### src/rtl/inst_encoder.sv
// inst_encoder: packs RV32I instruction fields into a 32-bit instruction word.
// The output is one register stage behind a valid/ready handshake, so the
// result appears one cycle after the request is accepted.
//
// Ports:
//   clk, rst          clock; asynchronous active-high reset
//   in_valid/in_ready request handshake (in_ready = !out_valid || out_ready)
//   in_imm_type       I=0 S=1 B=2 U=3 J=4, 5..7 = R-type
//   in_imm, in_opcode, in_rd, in_rs1, in_rs2, in_funct3, in_funct7
//                     instruction fields
//   out_valid/out_ready  result handshake
//   out_inst          encoded word (truncated immediate, even on error)
//   out_err           immediate out of range for its type (valid with out_valid)
//   err_count         saturating count of accepted out-of-range requests
//
// Build option: define IMM_RANGE_CHECK_EN to enable immediate range checking.
// Without it out_err and err_count stay at 0.
module inst_encoder (
   input  logic        clk,
   input  logic        rst,
   input  logic        in_valid,
   output logic        in_ready,
   input  logic [2:0]  in_imm_type,
   input  logic [31:0] in_imm,
   input  logic [6:0]  in_opcode,
   input  logic [4:0]  in_rd,
   input  logic [4:0]  in_rs1,
   input  logic [4:0]  in_rs2,
   input  logic [2:0]  in_funct3,
   input  logic [6:0]  in_funct7,
   output logic        out_valid,
   input  logic        out_ready,
   output logic [31:0] out_inst,
   output logic        out_err,
   output logic [7:0]  err_count
);

   localparam logic [2:0] T_I = 3'd0;
   localparam logic [2:0] T_S = 3'd1;
   localparam logic [2:0] T_B = 3'd2;
   localparam logic [2:0] T_U = 3'd3;
   localparam logic [2:0] T_J = 3'd4;

   logic        accept;
   logic [31:0] enc;

   // The output register may be refilled in the same cycle it is drained.
   assign in_ready = !out_valid || out_ready;
   assign accept   = in_valid && in_ready;

   always_comb begin
      enc = '0;
      case (in_imm_type)
         T_I: enc = {in_imm[11:0], in_rs1, in_funct3, in_rd, in_opcode};
         T_S: enc = {in_imm[11:5], in_rs2, in_rs1, in_funct3, in_imm[4:0], in_opcode};
         T_B: enc = {in_imm[12], in_imm[10:5], in_rs2, in_rs1, in_funct3,
                     in_imm[4:1], in_imm[11], in_opcode};
         T_U: enc = {in_imm[31:12], in_rd, in_opcode};
         T_J: enc = {in_imm[20], in_imm[10:1], in_imm[11], in_imm[19:12],
                     in_rd, in_opcode};
         default: enc = {in_funct7, in_rs2, in_rs1, in_funct3, in_rd, in_opcode};
      endcase
   end

   always_ff @(posedge clk or posedge rst) begin
      if (rst) begin
         out_valid <= 1'b0;
         out_inst  <= '0;
      end else if (accept) begin
         out_valid <= 1'b1;
         out_inst  <= enc;
      end else if (out_ready) begin
         out_valid <= 1'b0;
      end
   end

`ifdef IMM_RANGE_CHECK_EN
   logic range_err;

   // Each immediate must survive truncation to its field: the discarded
   // upper bits must be a pure sign extension, branch/jump offsets must be
   // even, and U-type may not carry low bits.
   always_comb begin
      range_err = 1'b0;
      case (in_imm_type)
         T_I, T_S: range_err = in_imm != {{20{in_imm[11]}}, in_imm[11:0]};
         T_B:      range_err = (in_imm != {{19{in_imm[12]}}, in_imm[12:0]}) || in_imm[0];
         T_U:      range_err = in_imm[11:0] != 12'd0;
         T_J:      range_err = (in_imm != {{11{in_imm[20]}}, in_imm[20:0]}) || in_imm[0];
         default:  range_err = 1'b0;
      endcase
   end

   always_ff @(posedge clk or posedge rst) begin
      if (rst) begin
         out_err   <= 1'b0;
         err_count <= '0;
      end else if (accept) begin
         out_err <= range_err;
         if (range_err && err_count != 8'hff)
            err_count <= err_count + 8'd1;
      end
   end
`else
   assign out_err   = 1'b0;
   assign err_count = 8'd0;
`endif

endmodule

### config.mk
export PLATFORM = sky130hd
export DESIGN_NAME = inst_encoder
export DESIGN_NICKNAME = d
export VERILOG_FILES = /design/src/rtl/inst_encoder.sv
export SDC_FILE = /design/constraint.sdc
export NUM_CORES = 1
export LEC_CHECK = 0
export CORE_ASPECT_RATIO = 0.6
export CORE_UTILIZATION = 50
export CTS_BUF_LIST = sky130_fd_sc_hd__clkbuf_4 sky130_fd_sc_hd__clkbuf_8 sky130_fd_sc_hd__clkbuf_16
export CTS_CLUSTER_DIAMETER = 80
export DETAILED_ROUTE_END_ITERATION = 10
export DONT_BUFFER_PORTS = 1
export PLACE_DENSITY_LB_ADDON = 0.3
export SLEW_MARGIN = 15
export SYNTH_ARGS = -nofsm -noshare
export SYNTH_HDL_FRONTEND = slang
export SYNTH_SLANG_ARGS = --single-unit
### constraint.sdc
create_clock -name clk -period 3.6 [get_ports clk]
set_clock_uncertainty 0.1 [all_clocks]
set_input_delay 0.72 -clock clk [delete_from_list [all_inputs] [get_ports clk]]
set_output_delay 0.72 -clock clk [all_outputs]
set_load 0.1 [all_outputs]
==> results of run 1 <==
==> metrics by stage <==
stage                     instances  area, um^2  hold WS (ns)
after floorplan                 208        1920         0.725
after global placement          234        1850         0.619
after detailed placement        234        1850         0.631
after CTS                       242        1930         0.325
after global routing            242        1930         0.339
final                           242        1930         0.310
==> logic make-up after synthesis <==
group	Yosys count	synth area share
buf+inv	25	0.0885
simple gates	63	0.152
fa+ha+maj	1	0.00594
flops	33	0.436
xor+xnor	1	0.00462
mux	28	0.159
other cells	1	0.00198
compound gates	48	0.153
==> area by class of cell <==
class	count	share of cell area
clock buffers	6	0.0395
inverters	3	0.00583
clock inverters	2	0.00518
multi-input cells	150	0.482
well taps	45	0.0291
repair buffers	3	0.0117
flip-flops and latches	33	0.427
==> worst paths after layout <==
path	start	end	slack, ns	depth (start not counted)
hold / removal	rst	out_inst[1]$_DFFE_PP0P_	0.31	2
hold reg to reg	out_inst[0]$_DFFE_PP0P_	out_inst[0]$_DFFE_PP0P_	0.89	2
min in group clk	in_opcode[0]	out_inst[0]$_DFFE_PP0P_	0.44	2
setup reg to reg	out_valid$_DFFE_PP0P_	out_inst[28]$_DFFE_PP0P_	1.54	4
max in group asynchronous	rst	out_inst[25]$_DFFE_PP0P_	2.79	2
setup / recovery	out_inst[23]$_DFFE_PP0P_	out_inst[23]	1.52	0
==> power breakdown <==
part | switching (mW) | internal (mW) | total (mW)
combinational | 0.124 | 0.0686 | 0.192
clock | 0.132 | 0.141 | 0.273
sequential | 0.465 | 0.418 | 0.883
total | 0.721 | 0.628 | 1.35
==> cells in the mapped netlist, types with 2 or more instances <==
master / number
sky130_fd_sc_hd__nand2_1: 43
sky130_fd_sc_hd__dfrtp_1: 33
sky130_fd_sc_hd__mux2i_1: 18
sky130_fd_sc_hd__o22ai_1: 13
sky130_fd_sc_hd__a21oi_1: 11
sky130_fd_sc_hd__buf_4: 10
sky130_fd_sc_hd__o21ai_1: 10
sky130_fd_sc_hd__nor2_1: 9
sky130_fd_sc_hd__mux2_2: 8
sky130_fd_sc_hd__o21ai_0: 7
sky130_fd_sc_hd__clkbuf_1: 6
sky130_fd_sc_hd__buf_6: 3
sky130_fd_sc_hd__nor3_1: 3
sky130_fd_sc_hd__buf_2: 2
sky130_fd_sc_hd__inv_1: 2
sky130_fd_sc_hd__mux2_4: 2
sky130_fd_sc_hd__nand2b_4: 2
==> state kept, by name, indices dropped and copies added (netlist names) <==
register and count:
out_valid 1, out_inst 32
==> routing by layer <==
layer | routed length (um) | vias to the layer above | GRT usage
li1 | - | 663 | -
met4 | 17 | 0 | 0.0714
met2 | 1950 | 89 | 0.331
met1 | 1740 | 647 | 0.274
met5 | 0 | - | 0
met3 | 459 | 3 | 0.0685
==> results.txt, run 1 <==
The run finished with clean final reports. The clock insertion delay at the later pin of the skew report came out at 0.28 ns. The number of I/O port buffers is 0. The routed design has about 4200 um of wire.

The area of the multi-input gates is roughly 930 um^2. The core region is ~0.0034 mm^2. After detailed routing, the number of remaining DRC violations is 0.

Based on the critical path, the design can be clocked at up to between 400 and 500 MHz. The setup path with the least slack is of type reg -> out. The starting utilization of the core area came out at 0.553.

The count of antenna-violating nets left after detailed routing is 0. The total setup buffers inserted after CTS is 0. The async set or reset register ratio after synthesis is 1.00.

TritonCTS built the clock tree. The Yosys step of the flow raised 0 warnings. The vertical extent of the die came out at 49.7 um. The slew at the pin closest to its max-slew limit is around 0.97 ns. The maximum buffer depth of the clock tree is 2. Relative to the synthesized area, the layout overhead comes to 2.05%. The pre-CTS worst setup slack is ~1.4 ns. Setup repair after global routing left no endpoint under its margin. The minimum period implied by the final worst setup slack came out at 2.08 ns. The number of iterations in the first detailed-routing pass came out at 4. The repair_antennas step left the layout with diodes totalling 0.

The top cell types in the final layout, fill and taps aside, are sky130_fd_sc_hd__nand2_1, sky130_fd_sc_hd__dfrtp_1, sky130_fd_sc_hd__mux2i_1. The library cell used most frequently in the layout, excluding fill and tap cells, is sky130_fd_sc_hd__nand2_1. The max-cap violation count is 0. The worst setup path is captured at a primary output. The number of global-route vias before repair came out at between 1000 and 1500. The floorplan step defined a die boundary enclosing between 0.004 and 0.005 mm^2. By area the synthesized netlist is led by sky130_fd_sc_hd__dfrtp_1, sky130_fd_sc_hd__mux2i_1, sky130_fd_sc_hd__nand2_1. The critical path required time is 2.78 ns.

The die width is 81.5 um. In the synthesized netlist the dominant register cell turns out to be sky130_fd_sc_hd__dfrtp_1. The initial antenna violation count is 0.

The average detailed-routed wire length per instance came out at 17.2 um. The combined area of all synthesized cells is 0.00189 mm^2. The synthesized area divided by synthesized cell count is 9.47 um^2. The number of H-tree levels is 2. The synthesized design spends more area on one cell type than any other, namely sky130_fd_sc_hd__dfrtp_1. The routed layout has 1402 vias. The worst max-slew margin expressed relative to the limit came out at 0.357. The core utilization of the finished layout came out at 0.565. Counting flops and latches in the post-synthesis netlist gives 33. Counting distinct cell types in the post-synthesis netlist gives 35.

The number of vias per cell is 5.79. The count of flip-flops with a built-in enable after synthesis came out at 0. The global-route wire length before repair came out at 6330 um.

Setup violations remaining at the end of the flow were counted as 0. The number of gates resized after cts came out at 0. The leakage component of the power came out at 0.911 nW. During I/O placement, the number of pins put on the boundary was 114. STA classifies the critical path startpoint as a register.

The power per standard cell area is 698 mW/mm^2. The summed negative setup slack over all endpoints came out at 0 ns. The type of the tightest min-delay check is in -> async. The detailed placer's ending HPWL is around 3000 um. The overall power consumption is 1.35 mW. The fraction of post-synthesis cell area in the top cell type by area is 0.436. The number of nets in the final layout came out at between 200 and 300.

The worst-case vdd ir drop came out at 320 uV. After filler insertion, the fill cell instance count of the layout stands at 298. After the first detailed-routing iteration, the DRC count stood at 54. The cell sitting at the root of the clock tree is a sky130_fd_sc_hd__clkbuf_8. The data arrival time of the critical path is 1.26 ns. The clock-pin slew on the worst setup and hold paths is roughly 0.07 ns. The number of hold-repair buffers added at the cts stage came out at 0. The cell count after synthesis came out at 200. The number of sinks driven by the clock tree came out at 33.

The share of synthesized area occupied by flip-flops and latches came out at 0.436. In the final layout, the share of cells above drive strength 1 is 0.147. The slack of the critical path is 1.52 ns.

The remaining global-route overflow is 0. The cell row count came out at 16. The final count of hold timing violations came out at 0. The maximum fanout encountered on the critical timing path came out at 2. The total global-route track usage came out at 0.212. The number of pins with negative max-slew slack in the final report came to 0.

The storage element area came out at 826 um^2. Clock tree synthesis inserted a total of 5 buffers. The routability-driven placement congestion ratio came out at 0.785. Dividing the final minimum period by the clock period gives 0.579. The pin count of the biggest net entering global routing came out at 45.
No activity file was read; power rests on OpenSTA's default activity.
==> run 2: changes to the inputs <==
Clock period 3.6 ns to 2.16 ns, I/O delays scaled along.
==> run 2 against run 1 <==
  * Register-to-register slack lost 0.86 ns
  * Combinational power grew to 5.2 times the previous value
  * Die area is the same
  * Largest cell class unchanged
  * Largest power group is now combinational logic
==> results.txt, run 2 (synthesis gave the netlist of run 1 again) <==
The run finished with clean final reports. The number of antenna diodes is 0. The number of pins with negative max-slew slack in the final report came out at 0. The worst max-slew margin expressed relative to the limit is 0.384. The power per standard cell area came out at 1160 mW/mm^2. The clock-pin slew on the worst setup and hold paths is 0.07 ns. The violation count after the first detailed-route iteration is 108. The minimum period implied by the final worst setup slack came out at roughly 1.8 ns.

The number of sinks driven by the clock tree came out at 33. The cell row count is 16. The clock insertion delay at the later pin of the skew report is 0.28 ns. The worst min-delay path startpoint is in_opcode[2]. The data arrival time of the critical path came out at 1.23 ns. The flip-flop count of the largest register, all copies and words added came out at 32. STA classifies the critical path endpoint as a primary output.

The critical path required time is between 1.5 and 2 ns. The placeable core region came out at 0.00342 mm^2. The first global-routing pass estimated 7320 um of wire. The initial antenna violation count is 0.

The core utilization of the finished layout is 0.639. Derived from the worst setup path, the maximum achievable clock frequency is roughly 570 MHz. The count of antenna-violating nets left after detailed routing is 0. The number of I/O port buffers is 0. The average detailed-routed wire length per instance came out at 16.8 um.

The number of global-route vias before repair is 1464. The setup check on the worst reg-to-reg path leaves a slack of 0.68 ns. The worst hold path stage count is 2. The worst setup path is launched from a register. Leaving out fill and tap cells, the most frequent cell in the layout is sky130_fd_sc_hd__nand2_1.

The clock tree root buffer cell is sky130_fd_sc_hd__clkbuf_8. The maximum fanout encountered on the critical timing path came out at 2. The summed negative setup slack over all endpoints is 0 ns. Detailed placement finished with a half-perimeter wire length of 3430 um.

Counting flops per register, the top entry is out_inst. In the routed layout, each cell is associated on average with a via count of 5.53. The area growth from synthesis to final layout came out at 15.5%. The number of H-tree levels came out at 2. The vertical extent of the die is 49.7 um. The number of top-level pins is 114.

The total setup buffers inserted after CTS is 0. The total number of vias came out at between 1000 and 1500. The type of the tightest min-delay check is in -> reg. The tool flagged a number of max-cap violations equal to 0. In the global route stage, overall resource usage came out at 0.246. TritonCTS built the clock tree.

The leakage component of the power is ~1.1 nW. The number of iterations in the first detailed-routing pass is 4. The slew at the pin closest to its max-slew limit came out at 0.923 ns.

The floorplan step set the die width to approximately 81 um. Setup violations remaining at the end of the flow were counted as 0. In this run the critical register-to-register path is captured at out_inst[27]$_DFFE_PP0P_.

The depth of the worst register-to-register path came out at 3. The ratio of final minimum period to clock period came out at 0.815. At the end of the flow, the number of nets in the layout was 296.

The clock passes through at most 2 buffers. The final count of hold timing violations came out at 0. The starting utilization of the core area is 0.553. Leaving out fill and tap cells, the most frequent cells in the layout are sky130_fd_sc_hd__nand2_1, sky130_fd_sc_hd__dfrtp_1, sky130_fd_sc_hd__buf_4. The floorplan die area came out at 0.00405 mm^2. For hold timing, the worst endpoint is out_inst[2]$_DFFE_PP0P_.

The overall routed net length is 4540 um. The routability-driven placement congestion ratio came out at 0.744. Setup repair after global routing left no endpoint under its margin.

The largest registers in the layout are out_inst: 32 flops, out_valid: 1 flops. By startpoint and endpoint, the worst setup path is classified as reg -> out. The proportion of layout cells with a drive suffix above 1 came out at 0.257. The remaining global-route overflow is 0.

The final routed DRC violation total is 0. The pin count of the biggest net entering global routing is 45. The origin of the critical flop-to-flop path is out_valid$_DFFE_PP0P_. Clock tree synthesis inserted a total of 5 buffers.

The worst-case vdd ir drop came out at 642 uV.
## run 2: repair_timing
item,in CTS,in global routing
hold endpoints to repair,6,0
endpoints found under the setup margin,0,0
hold buffers,1,0
resized for setup,0,0
## run 2: area by class of cell
type | instances | area, um^2
fill | 313 | 1230
multi-input combinational | 150 | 931
sequential | 33 | 827
timing repair buffer | 32 | 243
clock buffer | 7 | 90.1
tap | 45 | 56.3
clock inverter | 1 | 30.0
inverter | 3 | 11.3
## run 2: how the worst max path moves through the flow
stage,start,end,slack (ns),cells after the start
3_3_place_gp,in_imm_type[2],out_inst[23]$_DFFE_PP0P_,0.66,4
5_1_grt,out_inst[27]$_DFFE_PP0P_,out_inst[27],0.38,0
6_report,out_inst[27]$_DFFE_PP0P_,out_inst[27],0.40,0
3_5_place_dp,in_imm_type[2],out_inst[14]$_DFFE_PP0P_,0.62,4
4_1_cts,out_inst[27]$_DFFE_PP0P_,out_inst[27],0.39,0
2_1_floorplan,out_valid$_DFFE_PP0P_,out_inst[25]$_DFFE_PP0P_,0.11,5
## run 2: power by group
part | switching [mW] | total (mW) | internal [mW]
logic | 0.792 | 0.999 | 0.207
registers | 0.214 | 0.922 | 0.708
clock network | 0.224 | 0.613 | 0.389
total | 1.23 | 2.53 | 1.30
## run 2: per-stage QoR
stage / cells / hold slack [ns] / cell area [um^2] / setup WS [ns] / total power [mW]
after floorplan: 208 / 0.437 / 1930 / 0.109 / 1.78
after global placement: 262 / 0.151 / 2060 / 0.661 / 1.91
after detailed placement: 262 / 0.161 / 2060 / 0.620 / 1.93
after CTS: 271 / 0.149 / 2190 / 0.394 / 2.55
after global routing: 271 / 0.147 / 2190 / 0.376 / 2.63
final: 271 / 0.153 / 2190 / 0.400 / 2.53
## run 2: routing by layer
| layer | wire (um) | global-route usage | up-vias |
|---|---|---|---|
| li1 | - | - | 726 |
| met1 | 1960 | 0.329 | 695 |
| met2 | 2090 | 0.372 | 73 |
| met3 | 463 | 0.0889 | 4 |
| met4 | 34 | 0.0714 | 0 |
| met5 | 0 | 0 | - |
==> run 3: changes to the inputs <==
Clock period 2.16 ns to 1.6 ns, I/O delays scaled along.
==> run 3 against run 2 <==
  * Via count shrank 0.13%
  * Largest power group unchanged
  * Sequential share of layout area down 0.29 points
  * Critical path type unchanged
  * Final area rose by 1.1%
  * Register-to-register slack worse by 0.47 ns
  * Largest cell class unchanged
==> results.txt, run 3 (synthesis gave the netlist of run 1 again) <==
The run finished with clean final reports. Setup violations remaining at the end of the flow were counted as 0. The final routed DRC violation total came out at 0.

The number of global-route vias before repair came out at 1418. After floorplanning, the core was divided into 16 placement rows. The count of antenna-violating nets left after detailed routing is 0. The first global-routing pass estimated 6710 um of wire. The detailed placer's ending HPWL came out at about 3400 um. The total CTS buffers came out at 5. The starting utilization of the core area is 0.553. The TritonCTS clock tree is yes. The cell with the largest stage delay on the worst path is sky130_fd_sc_hd__dfrtp_4.

Of the cells placed in the final design, the portion with a size suffix greater than 1 is 0.280. The met2 routed wirelength came out at roughly 2100 um. Data on the critical path is required at its endpoint by 1.18 ns.

In the final layout, the registers with the most flip-flops are out_inst: 32 flops, out_valid: 1 flops. Across the run, the number of max-cap violations was 0. After detailed placement, the design holds a cell count of 268. The ratio of final minimum period to clock period is 0.969. The total global-route track usage came out at 0.224. 0 antenna diodes ended up in the layout. The first routing iteration left 41 violations. The register with the most flip-flops in the layout has 32 of them. The area of the multi-input gates is around 940 um^2. Dividing the detail-routed via count by the number of cells gives ~5.4.

The flop-to-flop setup slack came out at 0.21 ns. The maximum fanout encountered on the critical timing path came out at 3. The vertical extent of the die is 49.7 um. Data on the critical path arrives at its endpoint at 1.13 ns.

The average detailed-routed wire length per instance is 15.7 um. The initial antenna violation count came out at 0. The peak per-stage delay on the critical path is 0.49 ns. The number of gates resized after cts is 0. The origin of the critical flop-to-flop path is out_valid$_DFFE_PP0P_. The final count of hold timing violations is 0. The worst hold path stage count is 2. After clock tree synthesis, the clock-pin slew on the worst setup and hold paths is roughly 0.070 ns.

The depth of the worst register-to-register path is 3. The timing-limited maximum frequency came out at 645 MHz. The number of I/O port buffers is 0. Setup repair after global routing left no endpoint under its margin.

The area growth from synthesis to final layout came out at 16.8%. Measured on the finished design, the core utilization comes to 0.646. The number of iterations in the first detailed-routing pass came out at 4. Across the VDD grid, the largest voltage drop is roughly 800 uV. The signal on the critical path passes through nand2b_4 -> buf_4. The storage element area is 830 um^2. The worst min-delay path startpoint is in_opcode[0]. The routability-driven placement congestion ratio is 0.801. The type of origin of the critical path is a register. The summed negative setup slack over all endpoints came out at 0 ns. The leakage component of the power came out at 1.09 nW. Routed signal wires occupy layers up through met4. The minimum period implied by the final worst setup slack is 1.55 ns. The clock tree root buffer cell is sky130_fd_sc_hd__clkbuf_8. The path with the worst hold slack has its endpoint at out_inst[0]$_DFFE_PP0P_. The remaining global-route overflow came out at 0. The number of nets in the final layout came out at 302. The register containing the most flip-flops in the final layout is out_inst. The power per standard cell area is roughly 1500 mW/mm^2.

The die width came out at between 80 and 90 um. The pin count of the biggest net entering global routing came out at 34. STA classifies the critical path endpoint as a primary output.

Clock latency on the worst-skew pair, taken at its later pin, is ~0.27 ns. The number of top-level pins came out at 114. In this run the critical register-to-register path is captured at out_inst[30]$_DFFE_PP0P_. The worst setup path is of the reg -> out kind.

The overall routed net length is 4340 um. The wire length on met1 is 1850 um. The number of pins with negative max-slew slack in the final report is 0. After filler insertion, the fill cell instance count of the layout stands at approximately 290.

Leaving out fill and tap cells, the most frequent cell in the layout is sky130_fd_sc_hd__nand2_1. The placeable core region came out at 0.00342 mm^2. The maximum buffer depth of the clock tree came out at 2. The die covers between 0.004 and 0.005 mm^2. The number of sinks driven by the clock tree came out at 33.

In the layout the commonest cells are sky130_fd_sc_hd__nand2_1, sky130_fd_sc_hd__buf_4, sky130_fd_sc_hd__dfrtp_1. The routed length on met3 is 338 um. The worst hold path belongs to the class in -> reg. The detailed router placed 1496 vias in this run.

The H-tree generated during clock tree synthesis spans 2 levels. The final cell count without fillers came out at around 280.
run 3: cell types whose count changed in the layout (fill, tap and decap cells not counted):
cell	previous run	this run
sky130_fd_sc_hd__and2_1	1	0
sky130_fd_sc_hd__dfrtp_4	0	1
sky130_fd_sc_hd__mux2_2	8	6
sky130_fd_sc_hd__buf_4	31	37
sky130_fd_sc_hd__dfrtp_2	1	0
sky130_fd_sc_hd__clkbuf_4	1	0
sky130_fd_sc_hd__clkbuf_8	6	5
sky130_fd_sc_hd__bufinv_16	1	0
sky130_fd_sc_hd__and2_4	0	1
sky130_fd_sc_hd__clkinvlp_4	0	1
sky130_fd_sc_hd__clkinv_2	0	2
sky130_fd_sc_hd__mux2_4	2	4
run 3: worst max path at each step:
stage	depth (start not counted)	end	start	slack [ns]
2_1_floorplan	5	out_inst[25]$_DFFE_PP0P_	out_valid$_DFFE_PP0P_	-0.30
3_3_place_gp	3	out_inst[29]$_DFFE_PP0P_	out_valid$_DFFE_PP0P_	0.25
3_5_place_dp	4	out_inst[29]$_DFFE_PP0P_	in_imm_type[2]	0.20
4_1_cts	2	in_ready	out_valid$_DFFE_PP0P_	0.04
5_1_grt	2	in_ready	out_valid$_DFFE_PP0P_	0.01
6_report	2	in_ready	out_valid$_DFFE_PP0P_	0.05
run 3: routing by layer:
metal  up-vias  GRT usage
met5         -          0
met1       692      0.282
met2        62      0.360
li1        738          -
met3         4     0.0815
met4         0     0.0595
run 3: final cells by class:
cell class                 instances  share of cell area
clock buffer                       5              0.0311
clock inverter                     3             0.00792
inverter                           3             0.00509
multi-input combinational        150               0.425
sequential                        33               0.375
tap                               45              0.0255
timing repair buffer              38               0.130
run 3: stage by stage:
stage,setup WS [ns],hold slack (ns),power (mW),cell area (um^2)
2_1_floorplan,-0.303,0.325,2.42,1960
3_3_place_gp,0.251,0.215,2.64,2120
3_5_place_dp,0.196,0.228,2.67,2120
4_1_cts,0.0371,0.0336,3.28,2210
5_1_grt,0.0139,0.0313,3.38,2210
6_report,0.0493,0.0429,3.25,2210
run 3: worst max-delay path: cells and delay by family, from the launching register on:
kind	cells	cell delay, ns
flip-flops	1	0.49
buffers and inverters	1	0.29
AND/OR/NAND/NOR	1	0.08
run 3: report_power, final:
| part | internal, mW | leakage, nW | total, mW | switching, mW |
|---|---|---|---|---|
| Clock | 0.300 | 0.0439 | 0.600 | 0.300 |
| Sequential | 0.962 | 0.398 | 1.01 | 0.0465 |
| Combinational | 0.325 | 0.645 | 1.64 | 1.32 |
| Total | 1.59 | 1.09 | 3.25 | 1.67 |
run 3: timing repair:
action | CTS | global route
buffers inserted | 0 | 0
endpoints found under the hold margin | 33 | 0
hold buffers | 1 | 0
